`config.mk`:
```
export PLATFORM = sky130hd
export DESIGN_NAME = btb_ctrl
export DESIGN_NICKNAME = d
export VERILOG_FILES = /design/src/rtl/btb_ctrl.sv
export SDC_FILE = /design/constraint.sdc
export NUM_CORES = 1
export LEC_CHECK = 0
export BUFFER_PORTS_ARGS = -buffer_cell sky130_fd_sc_hd__buf_4
export CORE_UTILIZATION = 49
export DETAILED_ROUTE_END_ITERATION = 16
export PLACE_DENSITY = 0.77
export SLEW_MARGIN = 20
export SYNTH_ARGS = -nofsm -noshare
export SYNTH_HDL_FRONTEND = slang
export SYNTH_SLANG_ARGS = --single-unit
export TNS_END_PERCENT = 20
```
`constraint.sdc`:
```
create_clock -name clk -period 1.85 [get_ports clk]
set_input_delay 0.0925 -clock clk [delete_from_list [all_inputs] [get_ports clk]]
set_output_delay 0.0925 -clock clk [all_outputs]
set_load 0.03 [all_outputs]
```
`src/rtl/btb_ctrl.sv`:
```
// btb_ctrl: BTB write-port arbiter, flush sweeper and saturating statistics counters
module btb_ctrl #(
  parameter int ENTRIES = 512,
  parameter int IDX_W   = 9,
  parameter int ENTRY_W = 25,
  parameter int CNT_W   = 16
) (
  input  logic               clk,
  input  logic               rst,
  input  logic               flush_req,
  input  logic               upd_we,
  input  logic [IDX_W-1:0]   upd_idx,
  input  logic [ENTRY_W-1:0] upd_data,
  output logic               btb_we,
  output logic [IDX_W-1:0]   btb_wr_idx,
  output logic [ENTRY_W-1:0] btb_wr_data,
  output logic               btb_en,
  output logic               busy,
  output logic               flush_done,
  input  logic               inc_br_cnt,
  input  logic               inc_hit_cnt,
  input  logic               inc_mispr_cnt,
  input  logic [1:0]         stat_sel,
  input  logic               stat_clr,
  output logic [CNT_W-1:0]   stat_val
);
  typedef enum logic [1:0] {SWEEP, DONE, IDLE} state_t;
  state_t state_q, state_d;
  logic [IDX_W-1:0] ptr_q, ptr_d;
  logic [CNT_W-1:0] br_q, hit_q, mis_q, br_d, hit_d, mis_d;
  logic sweep_wr, last;
  function automatic logic [CNT_W-1:0] bump(input logic [CNT_W-1:0] c, input logic inc, input logic en, input logic clr);
    return clr ? '0 : (inc && en && !(&c)) ? c + CNT_W'(1) : c;
  endfunction
  assign sweep_wr = state_q == SWEEP && !upd_we;
  assign last     = ptr_q == IDX_W'(ENTRIES - 1);
  assign btb_en     = state_q == IDLE;
  assign busy       = state_q == SWEEP;
  assign flush_done = state_q == DONE;
  always_comb begin
    state_d = flush_req ? SWEEP : state_q == SWEEP ? ((sweep_wr && last) ? DONE : SWEEP) : IDLE;
    ptr_d   = flush_req ? '0 : sweep_wr ? (last ? '0 : ptr_q + IDX_W'(1)) : ptr_q;
    br_d    = bump(br_q, inc_br_cnt, btb_en, stat_clr);
    hit_d   = bump(hit_q, inc_hit_cnt, btb_en, stat_clr);
    mis_d   = bump(mis_q, inc_mispr_cnt, btb_en, stat_clr);
  end
  always_comb begin
    btb_we      = !rst && (state_q == SWEEP || upd_we);
    btb_wr_idx  = sweep_wr ? ptr_q : upd_idx;
    btb_wr_data = sweep_wr ? '0 : upd_data;
    stat_val    = rst ? '0 : stat_sel == 2'd0 ? br_q : stat_sel == 2'd1 ? hit_q : stat_sel == 2'd2 ? mis_q : '0;
  end
  always_ff @(posedge clk or posedge rst) begin
    if (rst) begin
      state_q <= SWEEP;
      ptr_q   <= '0;
      br_q    <= '0;
      hit_q   <= '0;
      mis_q   <= '0;
    end else begin
      state_q <= state_d;
      ptr_q   <= ptr_d;
      br_q    <= br_d;
      hit_q   <= hit_d;
      mis_q   <= mis_d;
    end
  end
endmodule

```
== Yosys cells after proc, flatten, opt, wreduce, memory -nomap -nowiden ==
Index checks and enable logic that the tools add are counted.

* Output and inout port bits: 54
* Flip-flop bits (word level): 59
* Word-level logic and storage cells: 56

* Mux-type cells: 18
* Reductions and logical operators: 24
* Add/sub/neg operators: 4
* Eq/ne operators: 5

{| class="wikitable"
|+ Operator list
! operator !! number
|-
| two-way mux 16 bit || 10
|-
| adder 16 x 1 -> 16 bit, second input constant || 3
|-
| AND reduction 16 bit || 3
|-
| two-way mux 9 bit || 4
|-
| two-way mux 25 bit || 1
|-
| adder 9 x 1 -> 9 bit, second input constant || 1
|-
| == test 9 bit, second input constant || 1
|-
| logical AND 1 bit || 9
|-
| nonzero test 2 bit || 4
|-
| logical NOT 1 bit || 5
|-
| == test 2 x 1 -> 1 bit, second input constant || 2
|-
| == test 2 bit, second input constant || 2
|-
| logical NOT 2 bit || 2
|-
| two-way mux 2 bit || 2
|-
| logical OR 1 bit || 1
|-
| two-way mux 1 bit || 1
|}

== Depth between registers and ports, before layout ==
Gate-level depths: netlist of the first run.

* Depth after elaboration: 6
* Depth in mapped cells: 8
* Depth with buffers taken out: 8

== Worst setup path after synthesis of the first run ==
No wires, ideal clock.

* Path type: register -> register
* Start: reg ptr_q[0]
* End: reg ptr_q[6]
* Period minus slack after synthesis: 1.889 ns
* Required time: 1.771 ns
* Data arrival time: 1.810 ns
* Stages on the path, launching flop included: 9
* Setup slack: -0.039 ns
* Setup time: 0.079 ns
* Buffers on the path: 0
* Cells stage by stage: dfrtp_1 ha_1 and3_1 nand3_1 nor2_1 ha_1 nor3_2 nand4_1 mux2i_1

* Longest elaborated chain between the ends: 4
* Elaborated cells between the ends (all ways): 5

{| class="wikitable"
|+ RTL lines
! element !! RTL line !! text
|-
| from (decl) || 29 || <nowiki>logic [IDX_W-1:0] ptr_q, ptr_d;</nowiki>
|-
| from (signal assigned) || 62 || <nowiki>ptr_q <= ptr_d;</nowiki>
|-
| adder 9 x 1 -> 9 bit or == test 9 bit (tied branches) || 42, 36 ||
|-
| two-way mux 9 bit (*) (3 in series) || 42 || <nowiki>ptr_d = flush_req ? '0 : sweep_wr ? (last ? '0 : ptr_q + IDX_W'(1)) : ptr_q;</nowiki>
|}

Mark *: on every way between the ends. The rest lies on a longest branch, timed or not. The select of a mux whose other input is x is not followed.
A chain may end at the register's enable or synchronous reset.

== Worst setup path in the final report of the first run ==
* Start: reg ptr_q[0]
* End: reg ptr_q[2]

The elaborated chain is that of the path after synthesis.

==> results of run 1 <==
==> worst max path at each step <==
stage	slack [ns]	startpoint	cells after the start	endpoint
6_report	-0.06	ptr_q[0]	9	ptr_q[2]
5_1_grt	-0.16	ptr_q[0]	9	ptr_q[2]
4_1_cts	-0.02	state_q[0]	5	btb_wr_data[22]
3_5_place_dp	-0.02	ptr_q[0]	9	ptr_q[6]
3_3_place_gp	0.06	state_q[0]	5	mis_q[5]
2_1_floorplan	-0.04	ptr_q[0]	8	ptr_q[6]
==> routing by layer <==
metal  vias to the layer above  global-route usage [%]  part of all wire, %
li1                       2107                       -                    -
met4                         0                    12.7                  3.7
met2                       224                    47.7                   50
met1                      2199                    39.6                   40
met5                         -                       0                    0
met3                        55                    4.31                  6.6
==> worst max-delay path, stage by stage (launching register included) <==
cell and delay (ns):
dfrtp_1 0.43, ha_4 0.18, and3_4 0.17, nand3_1 0.09, nor2_1 0.06, ha_2 0.21, buf_4 0.14, nor4_1 0.26
o21ai_0 0.17, o21ai_0 0.12
==> cells in the mapped netlist, types with 2 or more instances <==
cell | number | area [sq um]
o21ai_0 | 17 | 85.1
o21a_1 | 2 | 15.0
or4_4 | 2 | 22.5
nand2b_1 | 3 | 18.8
o41ai_1 | 6 | 52.6
o31a_1 | 2 | 17.5
clkbuf_1 | 24 | 90.1
o31ai_1 | 14 | 105
inv_1 | 9 | 33.8
nand4_1 | 14 | 87.6
or3_1 | 11 | 68.8
o311ai_0 | 3 | 26.3
nor2_1 | 53 | 199
mux2i_1 | 21 | 210
a22o_1 | 3 | 26.3
nor3_1 | 6 | 30.0
xnor2_1 | 2 | 17.5
dfrtp_1 | 59 | 1480
nand3_1 | 22 | 110
and4_1 | 4 | 35.0
nor4_1 | 11 | 68.8
and2_1 | 28 | 175
nand4_2 | 2 | 25.0
and3_1 | 6 | 37.5
a21oi_1 | 49 | 245
nor2b_1 | 10 | 62.6
ha_1 | 5 | 62.6
mux2_2 | 8 | 90.1
nand2_1 | 57 | 214
or4_1 | 15 | 113
o211ai_1 | 2 | 15.0
a211oi_1 | 3 | 22.5
and4b_1 | 2 | 20.0
buf_2 | 6 | 30.0
==> area by class of cell <==
cell class                      count  area, sq um
Fill cell                         538         2100
Inverter                            9         37.5
Tap cell                          102          128
Clock inverter                      2         10.0
Timing Repair Buffer              154         1370
Clock buffer                       14          163
Multi-Input combinational cell    401         2600
Sequential cell                    59         1480
==> through the flow <==
stage                     cells  cell area [sq um]  setup slack (ns)  power (mW)
after global routing        741               5790            -0.158        2.97
after global placement      714               5180            0.0644        1.72
after floorplan             500               4080           -0.0394        1.54
after CTS                   738               5480           -0.0166        2.80
after detailed placement    714               5180           -0.0206        1.73
final                       741               5790           -0.0640        2.89
==> kinds of logic (layout without fill, tap and decap cells) <==
kind of cell | after synthesis | count (layout) | share of synthesized area, %
buffers and inverters | 40 | 179 | 4.06
adders and majority gates | 5 | 5 | 1.54
xor gates and xnor gates | 2 | 2 | 0.430
muxes | 29 | 29 | 7.38
and+or+nand+nor | 259 | 259 | 34.3
DFF | 59 | 59 | 36.3
AOI/OAI and AO/OA | 106 | 106 | 16.0
==> sequential cells by signal, summed over array words and instances, names as in the netlist <==
register and flops:
hit_q 16, state_q 2, br_q 16, ptr_q 9
mis_q 16
==> power by group through the flow <==
stage | logic [mW] | registers [mW] | clock network, mW
2_1_floorplan | 0.218 | 1.32 | 0
3_3_place_gp | 0.399 | 1.32 | 0
6_report | 0.508 | 1.30 | 1.08
4_1_cts | 0.434 | 1.30 | 1.07
3_5_place_dp | 0.406 | 1.32 | 0
5_1_grt | 0.536 | 1.30 | 1.14
==> timing repair <==
action	CTS	global route
pin swaps	3	21
hold endpoints to repair	25	0
gates cloned	2	2
buffers inserted	4	1
hold buffers	2	0
endpoints found under the setup margin	37	54
resized for setup	17	77
==> results.txt, run 1 <==
logic gate share of total power -> 17.6%
Starting Density -> 51.6%
Clock Power Share -> 37.4%
Worst Setup End Kind -> register
Worst Hold Class -> in2reg
Synth Instances -> 500
first-pass GRT wire length -> 20,200 um
library cells used by synthesis -> 53
CTS tree -> built
synth warn -> 0
Post-synth ARST share -> 100%
total gr overflow -> 0
worst slew pin tran -> 0.538 ns
Area Overhead vs Synth -> 42.3%
highest clock rate -> 0.522 GHz
Layout Nets -> 683
Reg2Reg Setup Slack -> -0.06 ns
maxcap violations -> 0
final core utilization -> 73.4%
Synth Flop Type -> dfrtp_1
PwrDens -> 498 mW/mm^2
Die Wd -> 93.2 um
Post-Route Skew -> 0.00868 ns
Psw -> 802 uW
flops & latches, synth -> 59
FF-to-FF End -> ptr_q[2]
row count -> 32
hold wc startpoint -> stat_clr
P_leak -> 2.53 nW
clk buf depth -> 2
Port Buffers -> 97
setup slack after layout -> -0.0640 ns
sequential cell fraction of total power -> 45.0%
setup tns final -> -0.578 ns
vias in the first global route -> 4,168
Post-Syn Area -> 0.00407 sq mm
post-DR vias/cell -> 6.19
Final ANT Viol Nets -> 0
Die Height -> 93.2 um
clock sinks -> 59
DP Wirelength -> 9170 um
Sw Ratio -> 27.8%
crit-path max FO -> 4
later-pin clock latency in the skew report -> 0.34 ns
worst reg2reg path depth -> 9
die area -> 0.00868 sq mm
Max VDD drop -> 0.000377 V
Int Power -> 2.08 mW
syn_area_per_cell -> 8.14 sq um
DRC Markers -> 0
WP data required -> 2.11 ns
CP arrival -> 2.17 ns
Clock H-tree levels -> 3
commonest non-fill, non-tap cell in the layout -> buf_4
TritonRoute pass-1 iters -> 5
number of buffers created by CTS -> 9
num ports -> 98
run status -> complete, but fails checks
failing checks -> setup timing
Worst Hold End -> hit_q[3]
EDFF count, synth -> 0
initial drt markers -> 306
Detailed Route WL -> 13,400 um
minimum clock period after layout -> 1.91 ns
largest net degree at the start of global routing -> 39
CORE AREA -> 0.00789 sq mm
worst rel slew slack -> 64.1%
most frequent cells in the layout -> buf_4 (110), dfrtp_1 (55), nor2_1 (52)
worst hold slack -> 0.116 ns
Mapped Nets -> 549
n_diodes -> 0
unrepaired setup endpoints after global routing -> yes
Slew Limit Fails -> 0
initial antenna violation count -> 0
Reg-to-Reg Start -> ptr_q[0]
share of cells above drive strength 1 -> 37.1%
Total GRT Usage -> 29.6%
fin crit share -> 103%
wire per inst -> 18.1 um
endpoints failing setup -> 27
routed via count -> 4,585
worst hold stages -> 2
clock transition at the registers of the reported paths -> 0.07 ns
Seq/Total Area, Yosys -> 36.3%
GPL Wtd Cong -> 0.888
Setup crit start kind -> register
root buffer cell -> clkbuf_8
Hold Fails Final Rpt -> 0
critical setup path kind -> reg2reg
Power figures use the tool's default switching activity.
==> run 2, diff against run 1 <==
--- a/config.mk
+++ b/config.mk
@@ -6,6 +6,7 @@
 export NUM_CORES = 1
 export LEC_CHECK = 0
 export BUFFER_PORTS_ARGS = -buffer_cell sky130_fd_sc_hd__buf_4
+export CORE_ASPECT_RATIO = 1.25
 export CORE_UTILIZATION = 49
 export DETAILED_ROUTE_END_ITERATION = 16
 export PLACE_DENSITY = 0.77
==> results.txt, run 2 (synthesized netlist as in run 1, its figures left out) <==
routed via count -> 4,592 (+0.15%)
total gr overflow -> 0 (unchanged)
Worst Setup End Kind -> output port
register area -> 0.00148 sq mm (-0.25%)
num ports -> 98 (unchanged)
die area -> 0.00868 sq mm (about the same)
GPL Wtd Cong -> 0.952 (+7.2%)
post-DR vias/cell -> 6.23 (+0.70%)
Max VDD drop -> 0.000584 V (+55%)
Slew Limit Fails -> 0 (unchanged)
run status -> complete, but fails checks
endpoints failing setup -> 12 (-56%)
n_diodes -> 0 (unchanged)
DP Wirelength -> 9170 um (about the same)
clock transition at the registers of the reported paths -> 0.07 ns (about the same)
Tot Pwr -> 3.08 mW (+6.8%)
crit-path max FO -> 35 (+31)
worst hold slack -> 0.0916 ns (-0.0239 ns)
clk buf depth -> 2 (unchanged)
fin crit share -> 101% (-2.8 points)
Layout Nets -> 686 (+0.44%)
CP max-delay cell -> dfrtp_1
Worst Hold Class -> in2reg
Top Registers -> br_q (16), hit_q (16), mis_q (16)
Psw -> 830 uW (+3.5%)
Int Power -> 2.25 mW (+8.0%)
root buffer cell -> clkbuf_8
Area Overhead vs Synth -> 41.1%
CP arrival -> 1.77 ns (-0.40 ns)
worst path bufs/invs -> 3 (+2)
CORE AREA -> 0.00793 sq mm (+0.51%)
share of cells above drive strength 1 -> 34.4% (-2.7 points)
minimum clock period after layout -> 1.86 ns (-0.0517 ns)
Detailed Route WL -> 13,000 um (-3.1%)
worst rel slew slack -> 56.5% (-7.5 points)
DRC Markers -> 0 (unchanged)
later-pin clock latency in the skew report -> 0.36 ns (+0.02 ns)
Finished Layout Cells -> 737 (-0.54%)
row count -> 36 (+13%)
CTS tree -> built
Port Buffers -> 97 (unchanged)
sequential cell fraction of total power -> 42.1% (-2.9 points)
CP delay by family, top -> simple AND/OR/NAND/NOR gates
Hold Fails Final Rpt -> 0 (unchanged)
Die Height -> 104 um (+12%)
WP data required -> 1.76 ns (-0.35 ns)
Clock H-tree levels -> 3 (unchanged)
TritonRoute pass-1 iters -> 5 (unchanged)
initial drt markers -> 357 (+17%)
failing checks -> setup timing
CP max stage delay -> 0.41 ns (-0.02 ns)
Clock Power Share -> 42.8% (+5.4 points)
wire per inst -> 17.6 um (-2.5%)
Total GRT Usage -> 29.7% (+0.094 points)
Sw Ratio -> 26.9% (-0.85 points)
fill count -> 598 (+11%)
unrepaired setup endpoints after global routing -> yes
Die Wd -> 83.5 um (-10%)
area of the multi-input gates -> 0.00257 sq mm (-1.1%)
highest clock rate -> 0.537 GHz (+2.8%)
Starting Density -> 51.4% (-0.26 points)
maxcap violations -> 0 (unchanged)
largest net degree at the start of global routing -> 60 (+54%)
clock sinks -> 59 (unchanged)
Reg2Reg Setup Slack -> 0 ns (+0.06 ns)
Final ANT Viol Nets -> 0 (unchanged)
logic gate share of total power -> 15.1% (-2.5 points)
number of buffers created by CTS -> 9 (unchanged)
vias in the first global route -> 4,439 (+6.5%)
critical setup path kind -> reg2out
PwrDens -> 536 mW/mm^2 (+7.6%)
Post-Place Cells -> 710 (-0.56%)
worst slew pin tran -> 0.649 ns (+0.111 ns)
Post-Route Skew -> 0.00757 ns (-0.00111 ns)
first-pass GRT wire length -> 20,700 um (+2.3%)
critical-path cell list -> buf_4 -> or3_4 -> buf_12 -> and2_1 -> buf_6
most frequent cells in the layout -> buf_4 (119), dfrtp_1 (58), nand2_1 (57)
Setup crit start kind -> register
commonest non-fill, non-tap cell in the layout -> buf_4
P_leak -> 2.56 nW (+0.93%)
initial antenna violation count -> 0 (unchanged)
setup slack after layout -> -0.0123 ns (+0.0517 ns)
run 2: cell count changes in the layout (fill, tap and decap cells not counted), sizes merged:
| cell | delta |
|---|---|
| clkinvlp | +3 |
| buf | +5 |
| bufinv | +2 |
| clkbuf | -7 |
run 2: worst paths after layout:
kind                       startpoint              to  cells past startpoint
setup / recovery           state_q[0]  btb_wr_data[9]                      5
hold / removal               stat_clr        hit_q[9]                      2
setup reg to reg           state_q[0]       mis_q[15]                      6
hold reg to reg              ptr_q[6]        ptr_q[6]                      1
max in group asynchronous         rst        ptr_q[2]                      4
min in group asynchronous         rst        mis_q[5]                      4
run 2: power groups by stage:
stage          Clock [mW]  Sequential, mW  Combinational [mW]
2_1_floorplan           0            1.32               0.218
3_3_place_gp            0            1.32               0.399
3_5_place_dp            0            1.32               0.405
4_1_cts              1.32            1.29               0.432
5_1_grt              1.38            1.30               0.493
6_report             1.32            1.30               0.464
run 2: what timing repair did:
item | in CTS | in global routing
pin swaps | 2 | 4
endpoints found under the setup margin | 39 | 59
resized for setup | 26 | 45
buffers inserted | 3 | 4
hold endpoints to repair | 63 | 0
hold buffers | 2 | 0
cloned | 0 | 2
run 2: stage by stage:
| stage | setup WS (ns) | instance area [sq um] | TNS [ns] | utilization, % |
|---|---|---|---|---|
| after floorplan | -0.0394 | 4080 | -0.0768 | - |
| after global placement | 0.0494 | 5190 | 0 | 65.5 |
| after detailed placement | -0.0486 | 5190 | -0.0766 | 65.5 |
| after CTS | -0.0204 | 5550 | -0.0471 | 70.0 |
| after global routing | -0.0459 | 5740 | -1.17 | 72.5 |
| final | -0.0123 | 5740 | -0.0369 | 72.5 |
run 2: cell type report:
class,count,share of cell area [%]
Tap cell,95,2.07
Clock buffer,9,2.16
Multi-Input combinational cell,401,44.7
Sequential cell,59,25.7
Inverter,9,0.653
Clock inverter,7,1.61
Timing Repair Buffer,157,23.0
run 2: metal layers:
| metal | vias to the layer above | share of wire (%) | track usage (%) |
|---|---|---|---|
| met1 | 2191 | 39 | 35.0 |
| met5 | - | 0 | 0 |
| met2 | 253 | 51 | 51.6 |
| met3 | 44 | 7.0 | 5.40 |
| met4 | 0 | 3.4 | 14.6 |
| li1 | 2104 | - | - |
==> run 3, diff against run 2 <==
--- a/config.mk
+++ b/config.mk
@@ -7,9 +7,10 @@
 export LEC_CHECK = 0
 export BUFFER_PORTS_ARGS = -buffer_cell sky130_fd_sc_hd__buf_4
 export CORE_ASPECT_RATIO = 1.25
-export CORE_UTILIZATION = 49
+export CORE_UTILIZATION = 54
 export DETAILED_ROUTE_END_ITERATION = 16
-export PLACE_DENSITY = 0.77
+export PLACE_DENSITY = 0.8
+export RECOVER_POWER = 25
 export SLEW_MARGIN = 20
 export SYNTH_ARGS = -nofsm -noshare
 export SYNTH_HDL_FRONTEND = slang
==> constraint.sdc (replaced) <==
create_clock -name clk -period 2.01 [get_ports clk]
set_input_delay 0.1005 -clock clk [delete_from_list [all_inputs] [get_ports clk]]
set_output_delay 0.1005 -clock clk [all_outputs]
set_load 0.03 [all_outputs]
==> results.txt, run 3 (synthesized netlist as in run 1, its figures left out) <==
vias in the first global route -> 3,980 (-10%)
Slew Limit Fails -> 0 (unchanged)
clk buf depth -> 2 (unchanged)
num ports -> 98 (unchanged)
Max VDD drop -> 0.000351 V (-40%)
PwrDens -> 505 mW/mm^2 (-5.8%)
P_leak -> 2.32 nW (-9.3%)
maxcap violations -> 0 (unchanged)
Detailed Route WL -> 11,500 um (-11%)
post-DR vias/cell -> 6.17 (-1.0%)
crit-path max FO -> 35 (unchanged)
Worst Setup End Kind -> output port
Top Registers -> br_q (16), hit_q (16), mis_q (16)
worst slew pin tran -> 0.876 ns (+0.227 ns)
DRC Markers -> 0 (unchanged)
endpoints failing setup -> 0 (-12)
share of cells above drive strength 1 -> 27.1% (-7.3 points)
Worst Hold Class -> in2reg
Met1 Wirelength -> 4600 um (-9.2%)
die area -> 0.00789 sq mm (-9.1%)
number of buffers created by CTS -> 9 (unchanged)
Area Overhead vs Synth -> 28.9%
total gr overflow -> 0 (unchanged)
CP arrival -> 1.86 ns (+0.09 ns)
minimum clock period after layout -> 1.96 ns
WP data required -> 1.91 ns (+0.15 ns)
fill count -> 569 (-4.8%)
fin crit share -> 97.5%
worst rel slew slack -> 41.6% (-15 points)
wire per inst -> 16.4 um (-6.9%)
Starting Density -> 55.3% (+4.0 points)
root buffer cell -> clkbuf_8
Post-Route Skew -> 0.0112 ns (+0.00362 ns)
row count -> 35 (-2.8%)
area of the multi-input gates -> 0.00245 sq mm (-4.6%)
Finished Layout Cells -> 705 (-4.3%)
Final ANT Viol Nets -> 0 (unchanged)
routed wl met3 -> 820 um (-9.4%)
Die Wd -> 79.7 um (-4.6%)
Die Height -> 99.1 um (-4.7%)
Top Layer Used -> met4
setup tns final -> 0 ns (+0.0369 ns)
Reg2Reg Setup Slack -> 0.08 ns (+0.08 ns)
DP Wirelength -> 8650 um (-5.7%)
met2 routed WL -> 5710 um (-13%)
register area -> 0.00148 sq mm (+0.25%)
Total GRT Usage -> 30.4% (+0.76 points)
Clock H-tree levels -> 3 (unchanged)
highest clock rate -> 0.510 GHz
n_diodes -> 0 (unchanged)
Setup crit start kind -> register
CORE AREA -> 0.00736 sq mm (-7.2%)
clock sinks -> 59 (unchanged)
clock transition at the registers of the reported paths -> 0.08 ns (about the same)
Layout Nets -> 657 (-4.2%)
initial drt markers -> 366 (+2.5%)
first-pass GRT wire length -> 18,500 um (-10%)
run status -> finished clean
Hold Fails Final Rpt -> 0 (unchanged)
GPL Wtd Cong -> 0.905 (-5.0%)
most frequent cells in the layout -> buf_4 (124), nand2_1 (57), dfrtp_1 (55)
later-pin clock latency in the skew report -> 0.35 ns (about the same)
routed via count -> 4,348 (-5.3%)
critical setup path kind -> reg2out
largest net degree at the start of global routing -> 41 (-32%)
initial antenna violation count -> 0 (unchanged)
TritonRoute pass-1 iters -> 5 (unchanged)
Post-Place Cells -> 685 (-3.5%)
CTS tree -> built
Port Buffers -> 97 (unchanged)
commonest non-fill, non-tap cell in the layout -> buf_4
-- run 3: worst paths after layout --
check | startpoint | to | cells past startpoint
min in group asynchronous | rst | mis_q[3] | 3
min reg2reg | ptr_q[6] | ptr_q[6] | 1
min | stat_clr | mis_q[11] | 2
max reg2reg | state_q[0] | br_q[6] | 4
max | state_q[1] | btb_wr_data[15] | 4
max in group asynchronous | rst | state_q[0] | 4
-- run 3: metrics by stage --
stage          total power, mW  instance area [sq um]  setup WS (ns)  hold slack [ns]  util (%)
2_1_floorplan             1.42                   4070         0.0441            0.350         -
3_3_place_gp              1.58                   5000          0.161            0.256      68.0
3_5_place_dp              1.58                   5000         0.0879            0.256      68.0
4_1_cts                   2.67                   5220         0.0331           0.0771      71.0
5_1_grt                   2.74                   5250       -0.00416            0.107      71.4
6_report                  2.65                   5250         0.0510           0.0872      71.4
-- run 3: where the power goes --
| part | leakage (nW) | switching [mW] | internal (mW) |
|---|---|---|---|
| sequential | 0.817 | 0.00315 | 1.19 |
| clock | 0.0991 | 0.491 | 0.600 |
| combinational | 1.40 | 0.219 | 0.148 |
-- run 3: worst max-delay path: stages (launching register included) --
cell	delay, ns
dfrtp_2	0.46
or3_4	0.45
buf_4	0.24
and2_1	0.18
buf_4	0.17
-- run 3: final cells by class --
class	count	area share [%]
Multi-Input combinational cell	401	46.7
Sequential cell	59	28.2
Timing Repair Buffer	128	18.6
Clock buffer	11	2.69
Tap cell	92	2.19
Clock inverter	5	1.00
Inverter	9	0.643
-- run 3: layer usage --
layer	GRT usage, %	up-vias
li1	-	2056
met1	36.8	2039
met2	51.3	214
met3	5.19	39
met4	15.4	0
met5	0	-
-- run 3: repair_timing --
item / 4_1_cts / 5_1_grt
hold buffers: 2 / 0
pin swaps: 0 / 1
endpoints found under the hold margin: 23 / 0
gates resized for setup: 1 / 7
setup buffers: 0 / 2
setup endpoints to repair: 32 / 35
